<file path="config.mk">
export PLATFORM = sky130hd
export DESIGN_NAME = local_sram_arbiter
export DESIGN_NICKNAME = d
export VERILOG_FILES = /design/src/rtl/local_sram_arbiter.sv
export SDC_FILE = /design/constraint.sdc
export NUM_CORES = 1
export LEC_CHECK = 0
export ABC_CLOCK_PERIOD_IN_PS = 4590
export CELL_PAD_IN_SITES_DETAIL_PLACEMENT = 1
export CELL_PAD_IN_SITES_GLOBAL_PLACEMENT = 1
export CORE_MARGIN = 10
export CORE_UTILIZATION = 19
export CTS_BUF_LIST = sky130_fd_sc_hd__clkbuf_8 sky130_fd_sc_hd__clkbuf_16
export DETAILED_ROUTE_END_ITERATION = 12
export HOLD_SLACK_MARGIN = 0.03
export PLACE_DENSITY = 0.91
export RECOVER_POWER = 50
export SETUP_SLACK_MARGIN = 0.3
export SLEW_MARGIN = 20
export SYNTH_ARGS = -nofsm -noshare
export SYNTH_HDL_FRONTEND = slang
export SYNTH_SLANG_ARGS = --single-unit
</file>
<file path="constraint.sdc">
create_clock -name wb_clk_i -period 4.59 [get_ports wb_clk_i]
set_input_delay 0.918 -clock wb_clk_i [delete_from_list [all_inputs] [get_ports wb_clk_i]]
set_output_delay 0.918 -clock wb_clk_i [all_outputs]
set_load 0.01 [all_outputs]
</file>
<file path="src/rtl/local_sram_arbiter.sv">
// local_sram_arbiter
// Shares two local SRAM macros between the core and wishbone local-memory
// requesters. Port 0 is read/write, port 1 is read-only; each port spans two
// 32-bit banks selected by one address bit. Each requester has a two-state
// FSM (IDLE, ACK): a request granted in cycle T completes in T+1.
//
// Ports:
//   wb_clk_i, wb_rst_i           clock, synchronous active-high reset
//   core_* / wb_*                requester interfaces (enable, writeEnable,
//                                address, byteSelect, dataWrite, dataRead, busy)
//   clk0/csb0/web0/wmask0/addr0/din0/dout0   SRAM read/write port
//   clk1/csb1/addr1/dout1                    SRAM read-only port
module local_sram_arbiter #(
  parameter int SRAM_ADDRESS_SIZE = 9
) (
  input  logic                         wb_clk_i,
  input  logic                         wb_rst_i,
  input  logic                         core_enable,
  input  logic                         core_writeEnable,
  input  logic [23:0]                  core_address,
  input  logic [3:0]                   core_byteSelect,
  input  logic [31:0]                  core_dataWrite,
  output logic [31:0]                  core_dataRead,
  output logic                         core_busy,
  input  logic                         wb_enable,
  input  logic                         wb_writeEnable,
  input  logic [23:0]                  wb_address,
  input  logic [3:0]                   wb_byteSelect,
  input  logic [31:0]                  wb_dataWrite,
  output logic [31:0]                  wb_dataRead,
  output logic                         wb_busy,
  output logic                         clk0,
  output logic [1:0]                   csb0,
  output logic                         web0,
  output logic [3:0]                   wmask0,
  output logic [SRAM_ADDRESS_SIZE-1:0] addr0,
  output logic [31:0]                  din0,
  input  logic [63:0]                  dout0,
  output logic                         clk1,
  output logic [1:0]                   csb1,
  output logic [SRAM_ADDRESS_SIZE-1:0] addr1,
  input  logic [63:0]                  dout1
);

  typedef enum logic {
    IDLE = 1'b0,
    ACK  = 1'b1
  } req_state_t;

  req_state_t core_state;
  req_state_t wb_state;
  logic       rr_ptr;        // 0 = core wins next write contention, 1 = wb
  logic       core_from_p1;  // port/bank/kind captured at grant for the ACK cycle
  logic       core_bank_q;
  logic       core_is_read;
  logic       wb_from_p1;
  logic       wb_bank_q;
  logic       wb_is_read;

  logic                         core_elig;
  logic                         wb_elig;
  logic                         core_grant;
  logic                         wb_grant;
  logic                         core_on_p0;
  logic                         wb_on_p0;
  logic                         contended;
  logic [SRAM_ADDRESS_SIZE-1:0] core_row;
  logic [SRAM_ADDRESS_SIZE-1:0] wb_row;
  logic                         core_bank;
  logic                         wb_bank;
  logic                         unused_addr_bits;

  // Chip-select pattern for a one-bank access (active low).
  function automatic logic [1:0] bank_csb(input logic bank);
    return bank ? 2'b01 : 2'b10;
  endfunction

  // Pick the 32-bit half of a 64-bit macro output belonging to one bank.
  function automatic logic [31:0] bank_word(input logic [63:0] d, input logic bank);
    return bank ? d[63:32] : d[31:0];
  endfunction

  assign clk0 = wb_clk_i;
  assign clk1 = wb_clk_i;

  // Upper address bits alias and byte offset bits are dropped.
  assign core_row  = core_address[SRAM_ADDRESS_SIZE+1:2];
  assign wb_row    = wb_address[SRAM_ADDRESS_SIZE+1:2];
  assign core_bank = core_address[SRAM_ADDRESS_SIZE+2];
  assign wb_bank   = wb_address[SRAM_ADDRESS_SIZE+2];
  assign unused_addr_bits = ^{core_address[23:SRAM_ADDRESS_SIZE+3], core_address[1:0],
                              wb_address[23:SRAM_ADDRESS_SIZE+3], wb_address[1:0]};

  // Reset blocks all grants so the SRAM pins sit idle while it is asserted.
  assign core_elig = !wb_rst_i && core_enable && (core_state == IDLE);
  assign wb_elig   = !wb_rst_i && wb_enable && (wb_state == IDLE);

  assign core_busy = core_enable && (wb_rst_i || (core_state != ACK));
  assign wb_busy   = wb_enable && (wb_rst_i || (wb_state != ACK));

  // Grant decision and port assignment for the eligible requesters.
  always_comb begin
    core_grant = 1'b0;
    wb_grant   = 1'b0;
    core_on_p0 = 1'b0;
    wb_on_p0   = 1'b0;
    contended  = 1'b0;
    case ({core_elig, wb_elig})
      2'b10: begin
        core_grant = 1'b1;
        core_on_p0 = core_writeEnable;
      end
      2'b01: begin
        wb_grant = 1'b1;
        wb_on_p0 = wb_writeEnable;
      end
      2'b11: begin
        if (core_writeEnable && wb_writeEnable) begin
          // Only port 0 can write: round-robin picks one, the other waits.
          contended  = 1'b1;
          core_on_p0 = 1'b1;
          wb_on_p0   = 1'b1;
          core_grant = (rr_ptr == 1'b0);
          wb_grant   = (rr_ptr == 1'b1);
        end else begin
          // Writer (if any) takes port 0; with two reads core takes port 1.
          core_grant = 1'b1;
          wb_grant   = 1'b1;
          core_on_p0 = core_writeEnable;
          wb_on_p0   = !core_writeEnable;
        end
      end
      default: begin
        core_grant = 1'b0;
        wb_grant   = 1'b0;
      end
    endcase
  end

  // Drive the read/write port from whichever requester was placed on it.
  always_comb begin
    csb0   = 2'b11;
    web0   = 1'b1;
    wmask0 = 4'h0;
    addr0  = '0;
    din0   = 32'h0;
    if (core_grant && core_on_p0) begin
      csb0   = bank_csb(core_bank);
      web0   = !core_writeEnable;
      wmask0 = core_writeEnable ? core_byteSelect : 4'h0;
      addr0  = core_row;
      din0   = core_writeEnable ? core_dataWrite : 32'h0;
    end else if (wb_grant && wb_on_p0) begin
      csb0   = bank_csb(wb_bank);
      web0   = !wb_writeEnable;
      wmask0 = wb_writeEnable ? wb_byteSelect : 4'h0;
      addr0  = wb_row;
      din0   = wb_writeEnable ? wb_dataWrite : 32'h0;
    end else begin
      csb0 = 2'b11;
    end
  end

  // Drive the read-only port.
  always_comb begin
    csb1  = 2'b11;
    addr1 = '0;
    if (core_grant && !core_on_p0) begin
      csb1  = bank_csb(core_bank);
      addr1 = core_row;
    end else if (wb_grant && !wb_on_p0) begin
      csb1  = bank_csb(wb_bank);
      addr1 = wb_row;
    end else begin
      csb1 = 2'b11;
    end
  end

  // Return read data in the ACK cycle; writes complete with zero data.
  always_comb begin
    core_dataRead = 32'h0;
    wb_dataRead   = 32'h0;
    if (!wb_rst_i && (core_state == ACK) && core_is_read) begin
      core_dataRead = core_from_p1 ? bank_word(dout1, core_bank_q)
                                   : bank_word(dout0, core_bank_q);
    end else begin
      core_dataRead = 32'h0;
    end
    if (!wb_rst_i && (wb_state == ACK) && wb_is_read) begin
      wb_dataRead = wb_from_p1 ? bank_word(dout1, wb_bank_q)
                               : bank_word(dout0, wb_bank_q);
    end else begin
      wb_dataRead = 32'h0;
    end
  end

  // Requester FSMs, round-robin pointer and per-grant read routing.
  always_ff @(posedge wb_clk_i) begin
    if (wb_rst_i) begin
      core_state   <= IDLE;
      wb_state     <= IDLE;
      rr_ptr       <= 1'b0;
      core_from_p1 <= 1'b0;
      core_bank_q  <= 1'b0;
      core_is_read <= 1'b0;
      wb_from_p1   <= 1'b0;
      wb_bank_q    <= 1'b0;
      wb_is_read   <= 1'b0;
    end else begin
      // A granted requester is always IDLE, so ACK falls back to IDLE.
      core_state <= core_grant ? ACK : IDLE;
      wb_state   <= wb_grant ? ACK : IDLE;
      if (contended) begin
        rr_ptr <= !rr_ptr;
      end
      if (core_grant) begin
        core_from_p1 <= !core_on_p0;
        core_bank_q  <= core_bank;
        core_is_read <= !core_writeEnable;
      end
      if (wb_grant) begin
        wb_from_p1 <= !wb_on_p0;
        wb_bank_q  <= wb_bank;
        wb_is_read <= !wb_writeEnable;
      end
    end
  end

endmodule

</file>
* Word level (Yosys, flattened, before mapping) *
Cells that the tools add are included.

word-level totals
  flip-flop bits (word level) = 9
  word-level logic and storage cells = 78

cells by class
  equality and inequality tests = 3
  muxes and demuxes = 40
  bitwise logic cells = 3
  reduce and logical (&&, ||, !) cells = 23

operator list
  kind                                           number
  two-way mux 32 bit                             12
  two-way mux 9 bit                              4
  two-way mux 4 bit                              4
  logical AND 1 bit                              15
  two-way mux 2 bit                              6
  two-way mux 1 bit                              10
  case mux 1 bit (2 select lines)                4
  logical NOT 1 bit                              6
  == test 2 bit, second input constant           2
  inverter 1 bit                                 3
  == test 2 x 1 -> 1 bit, second input constant  1
  logical OR 1 bit                               2

* Depth between registers and ports, before layout *
  word-level depth = 9
  mapped depth = 5
  mapped depth without buffers = 3

==> summary.txt <==
Register area share after synthesis: 5.936%
# rows: 46
Core Area: 15770 sq um
DRT antenna net count: 0
Area contributors post-synth: mux4_2, a22o_1, nor2b_1, dfxtp_1, clkbuf_1
Min Clock Period, post-route: 4.159 ns
DR DRC count: 0
Synth Instances: 277
Run status: finished clean
CP Depth: 6
Largest family of logic cells by synthesized area: multiplexers
Hold Path Depth: 2
FF-to-FF setup slack: 3.18 ns
Synth Area in Adders: 0%
Most common cell after layout, fill and taps aside: clkdlybuf4s50_1
Vias in the first global route: 4814
Crit share post-route: 90.62%
Worst flop-to-flop path endpoint: wb_from_p1
Avg WL per Cell: 26.37 um
Worst-case reg-to-reg path depth: 3
CTS Hold Buffers Added: 0
# diodes: 0
Yosys cell types: 35
Max Transition Viols Final: 0
1st-pass router iterations: 5
Max VDD drop: 0.0001239 V
Syn_area_per_cell: 10.96 sq um
Commonest cells after routing, fill and taps aside: clkdlybuf4s50_1, nor2b_1, mux4_2
P_int: 736.9 uW
Final Hold Viols: 0
Hold crit path type: register to register
Slew headroom: 37.65%
Fmax: 240.4 MHz
Clock Latency Late Sink: 0.35 ns
Die X: 146.4 um
Sequential Power Share: 11.1%
Detailed router's first-iteration violation count: 134
Worst path required time: 3.67 ns
Power per cell area: 143.7 nW/um^2
P_sw: 262.3 uW
Register bit count reported by yosys: 9
Clock transition at path regs: 0.04 ns
Worst Path Buf+Inv: 4
Final Net Count: 865
Synthesized cell area: 3035 sq um
Overall Global Routing Usage: 19.10%
Max incr delay on CP: 0.65 ns
Setup TNS: 0 ns
Mux share of post-synthesis cell area: 48.15%
CP Capture Type: output port
CP startpoint: wb_rst_i
Arrival @ worst endpoint: 3.24 ns
Vias: 4130
DIE AREA: 21430 sq um
Setup WS post-layout: 0.4307 ns
First-pass GRT wire length: 31.95 mm
Gp weighted congestion: 0.8517
Drt via density: 5.000
Net Count, Synth: 531
Die Ht: 146.4 um
Final HPWL from detailed placement: 18.25 mm
Final wirelength: 21.78 mm
Critical path's slowest cell: clkbuf_2
Maxcap violations: 0
Synth Area in Simple Gates: 18.92%
Post-synthesis compound-gate area fraction: 19.99%
Port Buffer Count: 352
Net Sw Frac: 26.25%
Grt ovf: 0
Delay-heaviest family, CP: buffers and inverters
Dpl ws: 0.2631 ns
Layout cells sized above 1: 14.92%
Worst-path fanout max: 32
# IOs: 381
Yosys top cell area share: 47.49%
Area grow syn2layout: 129.0%
CP Cell Sequence: dlygate4sd2_1, inv_1, nand3_1, clkbuf_2, nor2b_1, dlygate4sd3_1
Largest net degree at the start of global routing: 49
Post-synth top area cell: mux4_2
Critical Path Source Type: input pin
Post-CTS Setup Repair Bufs: 0
Comb power frac: 51.5%
Xor-xnor portion of the synthesized cell area: 0%
CTS tree: yes
End of the critical path: wb_dataRead[24]
Initial antenna violation count: 0
Crit Path Class: input pin to output port
Worst-margin pin slew: 0.9352 ns
Initial Util: 19.25%
RSZ-0062 raised after global routing: no
Clock share of power: 37.4%
Setup violators final: 0
Syn. warnings: 0
R2R Path Start: wb_state
Clock Skew: 0.0004077 ns
Leak: 0.002494 uW
## state kept, by name (all words and copies together) (netlist names)
name	count
core_bank_q	1
core_from_p1	1
core_is_read	1
core_state	1
rr_ptr	1
wb_bank_q	1
wb_from_p1	1
wb_is_read	1
wb_state	1
## metal layers
metal	part of all wire (%)	GRT usage, %	vias to the layer above
li1	-	-	1813
met1	36	19.34	2052
met2	53	36.21	253
met3	10	8.004	12
met4	0.73	2.803	0
met5	0	0	-
## synthesized netlist by cell type
| cell | count |
|---|---|
| nor3b_2 | 2 |
| nor4b_1 | 1 |
| buf_4 | 3 |
| a22oi_1 | 4 |
| buf_6 | 4 |
| nor2b_1 | 65 |
| a21oi_2 | 1 |
| or3b_1 | 2 |
| a21oi_1 | 4 |
| o21ai_0 | 2 |
| nor3_1 | 1 |
| or4b_4 | 1 |
| o31a_1 | 1 |
| a21boi_0 | 2 |
| nand2_1 | 4 |
| inv_1 | 5 |
| o32ai_1 | 1 |
| nand3_1 | 2 |
| and4b_1 | 1 |
| a31oi_1 | 2 |
| nor2_1 | 1 |
| mux2i_1 | 2 |
| dfxtp_1 | 9 |
| nand4bb_1 | 1 |
| nand4_1 | 1 |
| nand2b_1 | 2 |
| o22ai_2 | 1 |
| o31ai_1 | 1 |
| or3_1 | 1 |
| mux4_2 | 64 |
| or4_1 | 1 |
| nor4b_2 | 1 |
| a22o_1 | 54 |
| buf_2 | 11 |
| clkbuf_1 | 19 |
## through the flow
stage	cells	area, sq um	utilization [%]	hold slack, ns	power, uW
after floorplan	277	3035	-	0.4521	345.6
after global placement	817	6751	42.81	0.4780	658.4
after detailed placement	817	6751	42.81	0.4906	673.8
after CTS	825	6929	43.94	0.4964	1013
after global routing	826	6952	44.08	0.5346	1049
final	826	6952	44.08	0.4875	999.2
## timing repair
action                     in CTS  in global routing
gates resized for setup         1                  1
setup endpoints to repair      43                  3
pin swaps                       0                  1
cloned                          0                  1
## final cells by class
class | instances | area, sq um
clock buffer | 9 | 195.2
clock inverter | 1 | 3.754
fill | 1745 | 8818
inverter | 5 | 18.77
multi-input combinational | 226 | 2649
sequential | 9 | 185.2
tap | 216 | 270.3
timing repair buffer | 360 | 3630
## worst register-to-register path, delay by kind of cell (launching register included)
kind | cells | cell delay, ns
simple gates | 2 | 0.83
compound gates | 1 | 0.14
flops | 1 | 0.35
## logic make-up after synthesis
group	count (synthesis)
buf+inv	42
mux	66
simple gates	87
compound gates	73
flops	9
## power by group through the flow
stage	Combinational, uW	Clock (uW)	Sequential (uW)
after floorplan	223	35.9	86.5
after global placement	501	44.3	113
after detailed placement	515	44.3	114
after CTS	519	381	113
after global routing	544	389	115
final	515	374	111
## worst min path at each step
stage                             from           end  slack, ns
after global routing      core_is_read  core_is_read       0.53
after detailed placement    wb_is_read    wb_is_read       0.49
after floorplan           core_is_read  core_is_read       0.45
after global placement      wb_is_read    wb_is_read       0.48
after CTS                   wb_is_read    wb_is_read       0.50
final                       wb_is_read    wb_is_read       0.49
No activity file was read; power rests on OpenSTA's default activity.
==> patch: new RTL, same flow settings <==
Make the reset (`wb_rst_i`) asynchronous in one clocked block. Comments in the files are not updated.
--- a/src/rtl/local_sram_arbiter.sv
+++ b/src/rtl/local_sram_arbiter.sv
@@ -195,7 +195,7 @@
   end
 
   // Requester FSMs, round-robin pointer and per-grant read routing.
-  always_ff @(posedge wb_clk_i) begin
+  always_ff @(posedge wb_clk_i or posedge wb_rst_i) begin
     if (wb_rst_i) begin
       core_state   <= IDLE;
       wb_state     <= IDLE;
Function: no difference found for any inputs over 10 cycles, from zero or initial values and one cycle with wb_rst_i high; that may be too few to reach the edited logic, so the function may still have changed.
==> patch against the original RTL <==
Sequential power is 34% higher. Utilization is 1.2 points higher. Hold slack worse by 0.013 ns. Die area is 0.71% lower. Sequential cell count stayed put. Total power is 29% higher. Final area hardly changed. Synthesized area is 0.82% lower. Combinational power is 47% higher. Largest cell class unchanged. Wire length is 5.5% lower. Setup slack worse by 0.094 ns. First-iteration DRC count is 21% lower. Highest routed layer unchanged. Critical path type unchanged. Clock power is 1% higher. Global-route usage is 0.73 points lower.
==> patch: results (changes against the original RTL) <==
| Metric | Value |
|---|---|
| Hold Path Stages | `1 (-1)` |
| Avg Vias per Cell | `4.947 (-1.1%)` |
| DRT Pass-1 Iters | `4 (-1)` |
| Layout cell share with drive strength beyond 1 | `15.63% (+0.71 points)` |
| Grt met3 use | `6.302% (-1.7 points)` |
| Placer Congestion | `0.8436 (-0.95%)` |
| Crit path arrival time | `3.33 ns (+0.09 ns)` |
| Main area contributors after synthesis | `mux4_2, a22o_1, nor2b_1` |
| Asr flop ratio synth | `100.0% (+100 points)` |
| WL final | `20570 µm (-5.5%)` |
| CP Max Fanout | `48 (+50%)` |
| Pre-CTS WS | `0.3916 ns (+0.1286 ns)` |
| Filler instances | `1681 (-3.7%)` |
| Slew margin rel. | `51.11% (+13 points)` |
| Compound-cell area share of the yosys netlist | `19.58% (-0.42 points)` |
| Worst Clk Skew | `0.007449 ns (+0.007041 ns)` |
| First-pass GRT wire length | `30840 µm (-3.5%)` |
| Fin cells | `819 (-0.85%)` |
| Status | `complete, no violations` |
| Unique cell type count in the Yosys netlist | `33 (-5.7%)` |
| Initial drt markers | `106 (-21%)` |
| Top cells by count, synth | `mux4_2, nor2b_1, a22o_1` |
| Synth Flop Type | `dfrtp_1` |
| Avg Cell Area, Syn | `11.19 µm² (+2.1%)` |
| Mux cell area share after synthesis | `48.63% (+0.48 points)` |
| Grt met1 use | `19.82% (+0.48 points)` |
| Pint | `0.8987 mW (+22%)` |
| Post-detail-place hpwl | `17540 µm (-3.9%)` |
| DP Cell Count | `811 (-0.73%)` |
| P_leak | `2.559 nW (+2.6%)` |
| Slowest stage delay, CP | `0.67 ns (+0.02 ns)` |
| Seq/Total Area, Yosys | `7.481% (+1.5 points)` |
| Met2 usage | `34.01% (-2.2 points)` |
==> patch: area by class of cell <==
cell class | instances | area [µm²] | area share, %
clock inverter | 1 | 5.005 | 0.07197
tap | 211 | 264.0 | 3.796
multi-input combinational | 216 | 2581 | 37.12
inverter | 7 | 26.28 | 0.3778
clock buffer | 9 | 195.2 | 2.807
sequential | 9 | 229.0 | 3.293
timing repair buffer | 366 | 3654 | 52.54
==> patch: kinds of logic (layout without fill, tap and decap cells) <==
| group | Yosys count | after routing |
|---|---|---|
| AO/OA/AOI/OAI | 70 | 70 |
| XOR/XNOR | 1 | 1 |
| buffers and inverters | 44 | 383 |
| flip-flops | 9 | 9 |
| multiplexers | 66 | 66 |
| AND/OR/NAND/NOR | 79 | 79 |
==> patch: layer usage <==
| layer | up-vias | routed length [µm] |
|---|---|---|
| li1 | 1795 | - |
| met1 | 1996 | 7518 |
| met3 | 15 | 1985 |
| met4 | 0 | 198 |
| met5 | - | 0 |
| met2 | 246 | 10870 |
==> patch: final timing paths <==
check | start | endpoint | slack [ns]
worst min register to register | core_is_read | core_is_read | 0.47
max in group asynchronous | wb_rst_i | wb_bank_q | 2.92
min in group asynchronous | wb_rst_i | wb_is_read | 1.12
worst min-delay path | core_is_read | core_is_read | 0.47
worst max register to register | wb_state | wb_bank_q | 2.80
worst max-delay path | wb_rst_i | din0[30] | 0.34
==> patch: worst register-to-register path, stage by stage (launching register included) <==
cell	delay, ns
dfrtp_1	0.42
or3b_1	0.48
a31oi_1	0.38
mux2_2	0.39
==> patch: timing repair <==
action / in CTS / in global routing
gates resized for setup: 0 / 2
buffers inserted: 0 / 0
endpoints found under the setup margin: 0 / 8
endpoints found under the hold margin: 0 / 0
hold buffers: 0 / 0
==> patch: power by group through the flow <==
stage | clock network [mW] | registers (mW) | logic (mW)
5_1_grt | 0.393 | 0.158 | 0.808
4_1_cts | 0.396 | 0.153 | 0.778
6_report | 0.378 | 0.149 | 0.758
3_3_place_gp | 0.0443 | 0.151 | 0.752
2_1_floorplan | 0.0359 | 0.101 | 0.430
3_5_place_dp | 0.0443 | 0.154 | 0.774
==> patch: metrics by stage <==
stage               total power, mW  area (µm²)
floorplan                    0.5665        3010
global placement             0.9477        6780
CTS                           1.327        6960
global route                  1.358        6954
detailed placement           0.9720        6780
finish                        1.285        6954
